[config.mk]
export PLATFORM = sky130hd
export DESIGN_NAME = vga_patterngen_multi
export DESIGN_NICKNAME = d
export VERILOG_FILES = /design/src/rtl/vga_pattern_pkg.sv /design/src/rtl/vga_raster_tracker.sv /design/src/rtl/vga_patterngen_multi.sv
export SDC_FILE = /design/constraint.sdc
export NUM_CORES = 1
export LEC_CHECK = 0
export CORE_MARGIN = 2
export CORE_UTILIZATION = 50
export DETAILED_ROUTE_END_ITERATION = 12
export PLACE_DENSITY = 0.77
export SYNTH_ARGS = -nofsm -noshare
export SYNTH_HDL_FRONTEND = slang
export SYNTH_HIERARCHICAL = 1
export SYNTH_SLANG_ARGS = --single-unit
[constraint.sdc]
create_clock -name i_Clk -period 5.95 [get_ports i_Clk]
set_clock_uncertainty 0.2 [all_clocks]
set_input_delay 0.8925 -clock i_Clk [delete_from_list [all_inputs] [get_ports i_Clk]]
set_output_delay 0.8925 -clock i_Clk [all_outputs]
set_load 0.02 [all_outputs]
[src/rtl/vga_pattern_pkg.sv]
`default_nettype none
// ============================================================================
// Module      : vga_pattern_pkg
// Description : Shared mode encoding and colour-bar table for the multi-mode
//               VGA test-pattern generator.
// Revision    : 1.0 - initial release
// ============================================================================
package vga_pattern_pkg;

    // Pattern selection, latched once per frame
    typedef enum logic [1:0] {
        MODE_RAMP    = 2'd0,
        MODE_BARS    = 2'd1,
        MODE_CHECKER = 2'd2,
        MODE_VGRAD   = 2'd3
    } mode_e;

    // Bar colours as {R,G,B} on/off flags; element 0 is the leftmost bar.
    // Order: white, yellow, cyan, green, magenta, red, blue, black.
    localparam logic [7:0][2:0] BAR_RGB = {
        3'b000,     // 7 black
        3'b001,     // 6 blue
        3'b100,     // 5 red
        3'b101,     // 4 magenta
        3'b010,     // 3 green
        3'b011,     // 2 cyan
        3'b110,     // 1 yellow
        3'b111      // 0 white
    };

endpackage
`default_nettype wire

[src/rtl/vga_raster_tracker.sv]
`default_nettype none
// ============================================================================
// Module      : vga_raster_tracker
// Description : Derives pixel (x) and line (y) positions from the VGA timing
//               strobes, detects the DE and VSync falling edges, and (when
//               VGA_PATTERN_SCROLL_EN is defined) keeps a per-frame counter
//               used as a horizontal scroll offset.
// Revision    : 1.0 - initial release
// ============================================================================
module vga_raster_tracker #(
    parameter int H_CTR_W = 11,
    parameter int V_CTR_W = 10
) (
    input  logic               i_Clk,
    input  logic               i_Rst_n,
    input  logic               i_DE,
    input  logic               i_HSync,
    input  logic               i_VSync,
    output logic [H_CTR_W-1:0] o_X,
    output logic [H_CTR_W-1:0] o_Xe,
    output logic [V_CTR_W-1:0] o_Y,
    output logic               o_Frame_Start
);

    logic               r_de_d;
    logic               r_vs_d;
    logic [H_CTR_W-1:0] r_x;
    logic [V_CTR_W-1:0] r_y;
    logic               w_de_fall;
    logic               w_vs_fall;

    // The VSync history resets low so that a sync already low when reset
    // releases (i.e. a falling edge that happened during reset) is not seen.
    assign w_de_fall = r_de_d & ~i_DE;
    assign w_vs_fall = r_vs_d & ~i_VSync;

    // Previous-cycle copies of DE and VSync for edge detection
    always_ff @(posedge i_Clk or negedge i_Rst_n) begin
        if (!i_Rst_n) begin
            r_de_d <= 1'b0;
            r_vs_d <= 1'b0;
        end else begin
            r_de_d <= i_DE;
            r_vs_d <= i_VSync;
        end
    end

    // Pixel counter: HSync clear has priority over a coincident DE
    always_ff @(posedge i_Clk or negedge i_Rst_n) begin
        if (!i_Rst_n) begin
            r_x <= '0;
        end else if (!i_HSync) begin
            r_x <= '0;
        end else if (i_DE && (r_x != '1)) begin
            r_x <= r_x + H_CTR_W'(1);
        end
    end

    // Line counter: advances at the end of each active line, VSync clear wins
    always_ff @(posedge i_Clk or negedge i_Rst_n) begin
        if (!i_Rst_n) begin
            r_y <= '0;
        end else if (!i_VSync) begin
            r_y <= '0;
        end else if (w_de_fall && (r_y != '1)) begin
            r_y <= r_y + V_CTR_W'(1);
        end
    end

`ifdef VGA_PATTERN_SCROLL_EN
    logic [H_CTR_W-1:0] r_frame;

    // Frame counter wraps; it shifts the effective x by one pixel per frame
    always_ff @(posedge i_Clk or negedge i_Rst_n) begin
        if (!i_Rst_n) begin
            r_frame <= '0;
        end else if (w_vs_fall) begin
            r_frame <= r_frame + H_CTR_W'(1);
        end
    end

    assign o_Xe = r_x + r_frame;
`else
    assign o_Xe = r_x;
`endif

    assign o_X           = r_x;
    assign o_Y           = r_y;
    assign o_Frame_Start = w_vs_fall;

endmodule
`default_nettype wire

[src/rtl/vga_patterngen_multi.sv]
`default_nettype none
// ============================================================================
// Module      : vga_patterngen_multi
// Description : Multi-mode VGA test-pattern generator (ramp, colour bars,
//               checkerboard, vertical grey gradient). One-cycle latency with
//               sync strobes delayed to stay aligned with the colour word.
//               Optional macro VGA_PATTERN_SCROLL_EN scrolls BARS/CHECKER
//               left by one pixel per frame.
// Revision    : 1.0 - initial release
// ============================================================================
module vga_patterngen_multi
    import vga_pattern_pkg::*;
#(
    parameter int COLOR_W    = 3,
    parameter int STEP       = 31,
    parameter int BAR_W      = 80,
    parameter int CHECK_LOG2 = 5,
    parameter int GRAD_SHIFT = 4,
    parameter int H_CTR_W    = 11,
    parameter int V_CTR_W    = 10
) (
    input  logic               i_Clk,
    input  logic               i_Rst_n,
    input  logic               i_DE,
    input  logic               i_HSync,
    input  logic               i_VSync,
    input  logic [1:0]         i_Mode,
    output logic               o_DE,
    output logic               o_HSync,
    output logic               o_VSync,
    output logic [COLOR_W-1:0] o_R,
    output logic [COLOR_W-1:0] o_G,
    output logic [COLOR_W-1:0] o_B
);

    localparam int                 STEP_W      = (STEP > 1) ? $clog2(STEP) : 1;
    localparam logic [COLOR_W-1:0] c_FULL      = {COLOR_W{1'b1}};
    localparam logic [STEP_W-1:0]  c_STEP_LAST = STEP_W'(STEP - 1);

    logic [H_CTR_W-1:0] w_x;
    logic [H_CTR_W-1:0] w_xe;
    logic [V_CTR_W-1:0] w_y;
    logic               w_frame_start;
    logic               w_unused_x;

    mode_e              r_mode;
    logic [COLOR_W-1:0] r_ramp_r;
    logic [COLOR_W-1:0] r_ramp_g;
    logic [COLOR_W-1:0] r_ramp_b;
    logic [STEP_W-1:0]  r_step;

    logic [2:0]         w_bar_idx;
    logic [2:0]         w_bar_rgb;
    logic               w_check;
    logic [COLOR_W-1:0] w_grey;
    logic [COLOR_W-1:0] w_pix_r;
    logic [COLOR_W-1:0] w_pix_g;
    logic [COLOR_W-1:0] w_pix_b;

    vga_raster_tracker #(
        .H_CTR_W (H_CTR_W),
        .V_CTR_W (V_CTR_W)
    ) u_tracker (
        .i_Clk         (i_Clk),
        .i_Rst_n       (i_Rst_n),
        .i_DE          (i_DE),
        .i_HSync       (i_HSync),
        .i_VSync       (i_VSync),
        .o_X           (w_x),
        .o_Xe          (w_xe),
        .o_Y           (w_y),
        .o_Frame_Start (w_frame_start)
    );

    // Raw x is exported by the tracker for observability; patterns use xe
    assign w_unused_x = ^w_x;

    // Pattern selection is sampled only at the start of a frame
    always_ff @(posedge i_Clk or negedge i_Rst_n) begin
        if (!i_Rst_n) begin
            r_mode <= MODE_RAMP;
        end else if (w_frame_start) begin
            r_mode <= mode_e'(i_Mode);
        end
    end

    // Ramp: restart at full white each line, step one channel down every STEP pixels
    always_ff @(posedge i_Clk or negedge i_Rst_n) begin
        if (!i_Rst_n) begin
            r_ramp_r <= c_FULL;
            r_ramp_g <= c_FULL;
            r_ramp_b <= c_FULL;
            r_step   <= '0;
        end else if (!i_HSync) begin
            r_ramp_r <= c_FULL;
            r_ramp_g <= c_FULL;
            r_ramp_b <= c_FULL;
            r_step   <= '0;
        end else if (i_DE) begin
            if (r_step == c_STEP_LAST) begin
                r_step <= '0;
                if (r_ramp_r != '0) begin
                    r_ramp_r <= r_ramp_r - COLOR_W'(1);
                end else if (r_ramp_g != '0) begin
                    r_ramp_g <= r_ramp_g - COLOR_W'(1);
                end else if (r_ramp_b != '0) begin
                    r_ramp_b <= r_ramp_b - COLOR_W'(1);
                end
            end else begin
                r_step <= r_step + STEP_W'(1);
            end
        end
    end

    // Bar index counts the bar boundaries at or left of xe, saturating at 7
    always_comb begin
        w_bar_idx = '0;
        for (int k = 1; k < 8; k++) begin
            if (int'(w_xe) >= k * BAR_W) begin
                w_bar_idx = w_bar_idx + 3'd1;
            end
        end
    end

    assign w_bar_rgb = BAR_RGB[w_bar_idx];
    assign w_check   = w_xe[CHECK_LOG2] ^ w_y[CHECK_LOG2];
    assign w_grey    = w_y[GRAD_SHIFT +: COLOR_W];

    // Pattern mux for the pixel presented on the inputs this cycle
    always_comb begin
        w_pix_r = '0;
        w_pix_g = '0;
        w_pix_b = '0;
        case (r_mode)
            MODE_RAMP: begin
                w_pix_r = r_ramp_r;
                w_pix_g = r_ramp_g;
                w_pix_b = r_ramp_b;
            end
            MODE_BARS: begin
                w_pix_r = {COLOR_W{w_bar_rgb[2]}};
                w_pix_g = {COLOR_W{w_bar_rgb[1]}};
                w_pix_b = {COLOR_W{w_bar_rgb[0]}};
            end
            MODE_CHECKER: begin
                w_pix_r = w_check ? '0 : c_FULL;
                w_pix_g = w_check ? '0 : c_FULL;
                w_pix_b = w_check ? '0 : c_FULL;
            end
            MODE_VGRAD: begin
                w_pix_r = w_grey;
                w_pix_g = w_grey;
                w_pix_b = w_grey;
            end
            default: begin
                w_pix_r = '0;
                w_pix_g = '0;
                w_pix_b = '0;
            end
        endcase
    end

    // Output stage: colour and strobes move together; blanking forces black
    always_ff @(posedge i_Clk or negedge i_Rst_n) begin
        if (!i_Rst_n) begin
            o_DE    <= 1'b0;
            o_HSync <= 1'b1;
            o_VSync <= 1'b1;
            o_R     <= '0;
            o_G     <= '0;
            o_B     <= '0;
        end else begin
            o_DE    <= i_DE;
            o_HSync <= i_HSync;
            o_VSync <= i_VSync;
            o_R     <= i_DE ? w_pix_r : '0;
            o_G     <= i_DE ? w_pix_g : '0;
            o_B     <= i_DE ? w_pix_b : '0;
        end
    end

endmodule
`default_nettype wire

==> out/metrics.yaml <==
clk_path_buf_depth: 2
rsz0062_at_grt: "false"
viasPerCell: 5.633
ios: 19
tritoncts: "built"
start_util: 0.5215
antenna_found_initial: 0
clkTransAtPathRegs_ns: 0.10
hold_viol_final: 0
drc: 0
clock_latency_ns: 0.30
hp-class: "reg2reg"
yosysWarningCount: 6
ir_drop_mv: 0.1586
cp_data_required_time_ns: 5.92
drt_iter0_drc: 99
grt_max_degree: 52
r2r-start: "u_tracker/o_X[8]$_DFFE_PN0P_"
p_leak_nw: 1.539
whs_ns: 0.3253
root_buffer: "clkbuf_8"
die_area_um2: 6896
synth_area_um2: 3124
whs_endpoint: "r_ramp_g[1]$_DFFE_PN1P_"
period_share: 0.7426
cts_num_sinks: 51
fmax_mhz: 226.3
wl_per_cell_um: 14.25
final_antenna_net_count: 0
timing.max_cap.violations: 0
worstHoldPathCells: 2
reg2reg_slack_ns: 1.53
powerDensity_nw_per_um2: 193.8
setup_viol: 0
stdcell_area_um2: 3391
cts_buffers: 5
period_needed_ns: 4.419
setup_tns_ns: 0
p_sw_w: 0.0001741
tightest_slew_ns: 0.9439
holdBufCountCts: 0
finish.utilization: 0.5660
slew_violations: 0
internal_power_w: 0.0004831
synthCells: 327
overflow: 0
vias: 2315
fin_nets: 357
antennaDiodeCount: 0
rows: 28
h-tree-depth: 2
status: "finished clean"
cts_setup_buffers: 0
path_max_fanout: 12
arrival_ns: 4.39
dp_hpwl_mm: 4.115
relSlewSlack: 0.3688
cts_resized: 0
syn_nets: 349
r2r_cells: 17
coreArea_um2: 5991
p_comb_frac: 0.132
reg2reg_to: "o_G[0]$_DFF_PN0_"
area_delta_synth_final_pct: 8.530
start_kind: "flop"
stdcell_count: 411
setup.worst_path.class: "reg2reg"
portBuffers: 18
placed_area_um2: 3302
die_w_um: 83.05
drive_gt1_frac: 0.1042
placed_cells: 403
routed_wirelength_mm: 5.858
grt_pass1_vias: 2278
gp_congestion: 0.7889
power_frac_seq: 0.568
die_h_um: 83.05
avgSynthCellArea_um2: 9.554
firstDrtPassIters: 5
switching_share: 0.2650
clockPowerShare: 0.300
min-delay-start: "r_ramp_g[1]$_DFFE_PN1P_"
end_kind: "flop"
grtUsageTotal: 0.1836
grt_first_pass_wirelength_mm: 10.54
==> through the flow <==
stage	total power [W]	setup WS (ns)
6_report	0.0006572	1.531
3_3_place_gp	0.0004652	1.806
4_1_cts	0.0006711	1.546
5_1_grt	0.0006947	1.232
2_1_floorplan	0.0004243	1.824
3_5_place_dp	0.0004678	1.562
==> worst max path at each step <==
stage / cells past startpoint / slack [ns] / startpoint / end
6_report: 17 / 1.53 / u_tracker/o_X[8]$_DFFE_PN0P_ / o_G[0]$_DFF_PN0_
5_1_grt: 17 / 1.23 / u_tracker/o_X[9]$_DFFE_PN0P_ / o_G[0]$_DFF_PN0_
4_1_cts: 17 / 1.55 / u_tracker/o_X[9]$_DFFE_PN0P_ / o_G[0]$_DFF_PN0_
3_5_place_dp: 17 / 1.56 / u_tracker/o_X[8]$_DFFE_PN0P_ / o_G[0]$_DFF_PN0_
3_3_place_gp: 17 / 1.81 / u_tracker/o_X[9]$_DFFE_PN0P_ / o_G[0]$_DFF_PN0_
2_1_floorplan: 19 / 1.82 / u_tracker/o_X[9]$_DFFE_PN0P_ / o_G[2]$_DFF_PN0_
==> metal layers <==
layer | up-vias | part of all wire | track usage
li1 | 1184 | - | -
met1 | 1094 | 0.49 | 0.2436
met2 | 31 | 0.48 | 0.3130
met3 | 6 | 0.021 | 0.02982
met4 | 0 | 0.0072 | 0.04769
met5 | - | 0 | 0
==> registers in the layout, indices dropped and copies added, names as in the netlist, 2 cells and up <==
register	count
r_ramp_r	3
u_tracker/o_X	11
r_mode	2
r_ramp_g	3
o_G	3
r_ramp_b	3
o_R	3
u_tracker/o_Y	10
o_B	3
r_step	5
==> worst max-delay path: stages (launching register included) <==
cell	delay [ns]
dfrtp_1	0.50
nor3_1	0.43
and2_1	0.26
inv_1	0.06
ha_1	0.37
xor2_1	0.21
ha_1	0.29
o21ai_0	0.10
o21a_1	0.19
a32oi_2	0.23
ha_1	0.27
o21ai_0	0.10
nand2_1	0.09
ha_1	0.19
nand2_1	0.06
xnor3_1	0.39
xor2_1	0.24
o22ai_1	0.12
==> power by group through the flow <==
stage	Sequential (W)	Combinational, W	Clock (W)
2_1_floorplan	0.000391	0.0000337	0
3_3_place_gp	0.000379	0.0000864	0
3_5_place_dp	0.000380	0.0000879	0
4_1_cts	0.000373	0.0000880	0.000210
5_1_grt	0.000375	0.0000955	0.000224
6_report	0.000373	0.0000868	0.000197
==> area by class of cell <==
class | instances | area, um2
clock inverter | 3 | 20.02
fill | 530 | 2600
clock buffer | 5 | 68.82
sequential | 51 | 1290
inverter | 16 | 60.06
multi-input combinational | 242 | 1675
timing repair buffer | 19 | 182.7
tap | 75 | 93.84
==> cells in the final DEF, fill, tap and decap left out, types with 3 or more instances in the layout <==
cell type	count
dfrtp_1	40
nand2_1	31
o21ai_0	29
clkdlybuf4s50_1	17
inv_1	16
nor2_1	15
nand3_1	15
ha_1	15
nor2b_1	12
dfstp_2	11
a31oi_1	10
xor2_1	9
nor3_1	8
a21oi_1	8
o21a_1	6
xnor2_1	6
and2_1	5
nand2b_1	5
clkbuf_8	5
o211a_1	4
and4_1	4
o211ai_1	4
mux2i_1	4
and3_1	4
o22ai_1	3
nand4b_1	3
a31o_1	3
(Power assumes the default switching activity.)
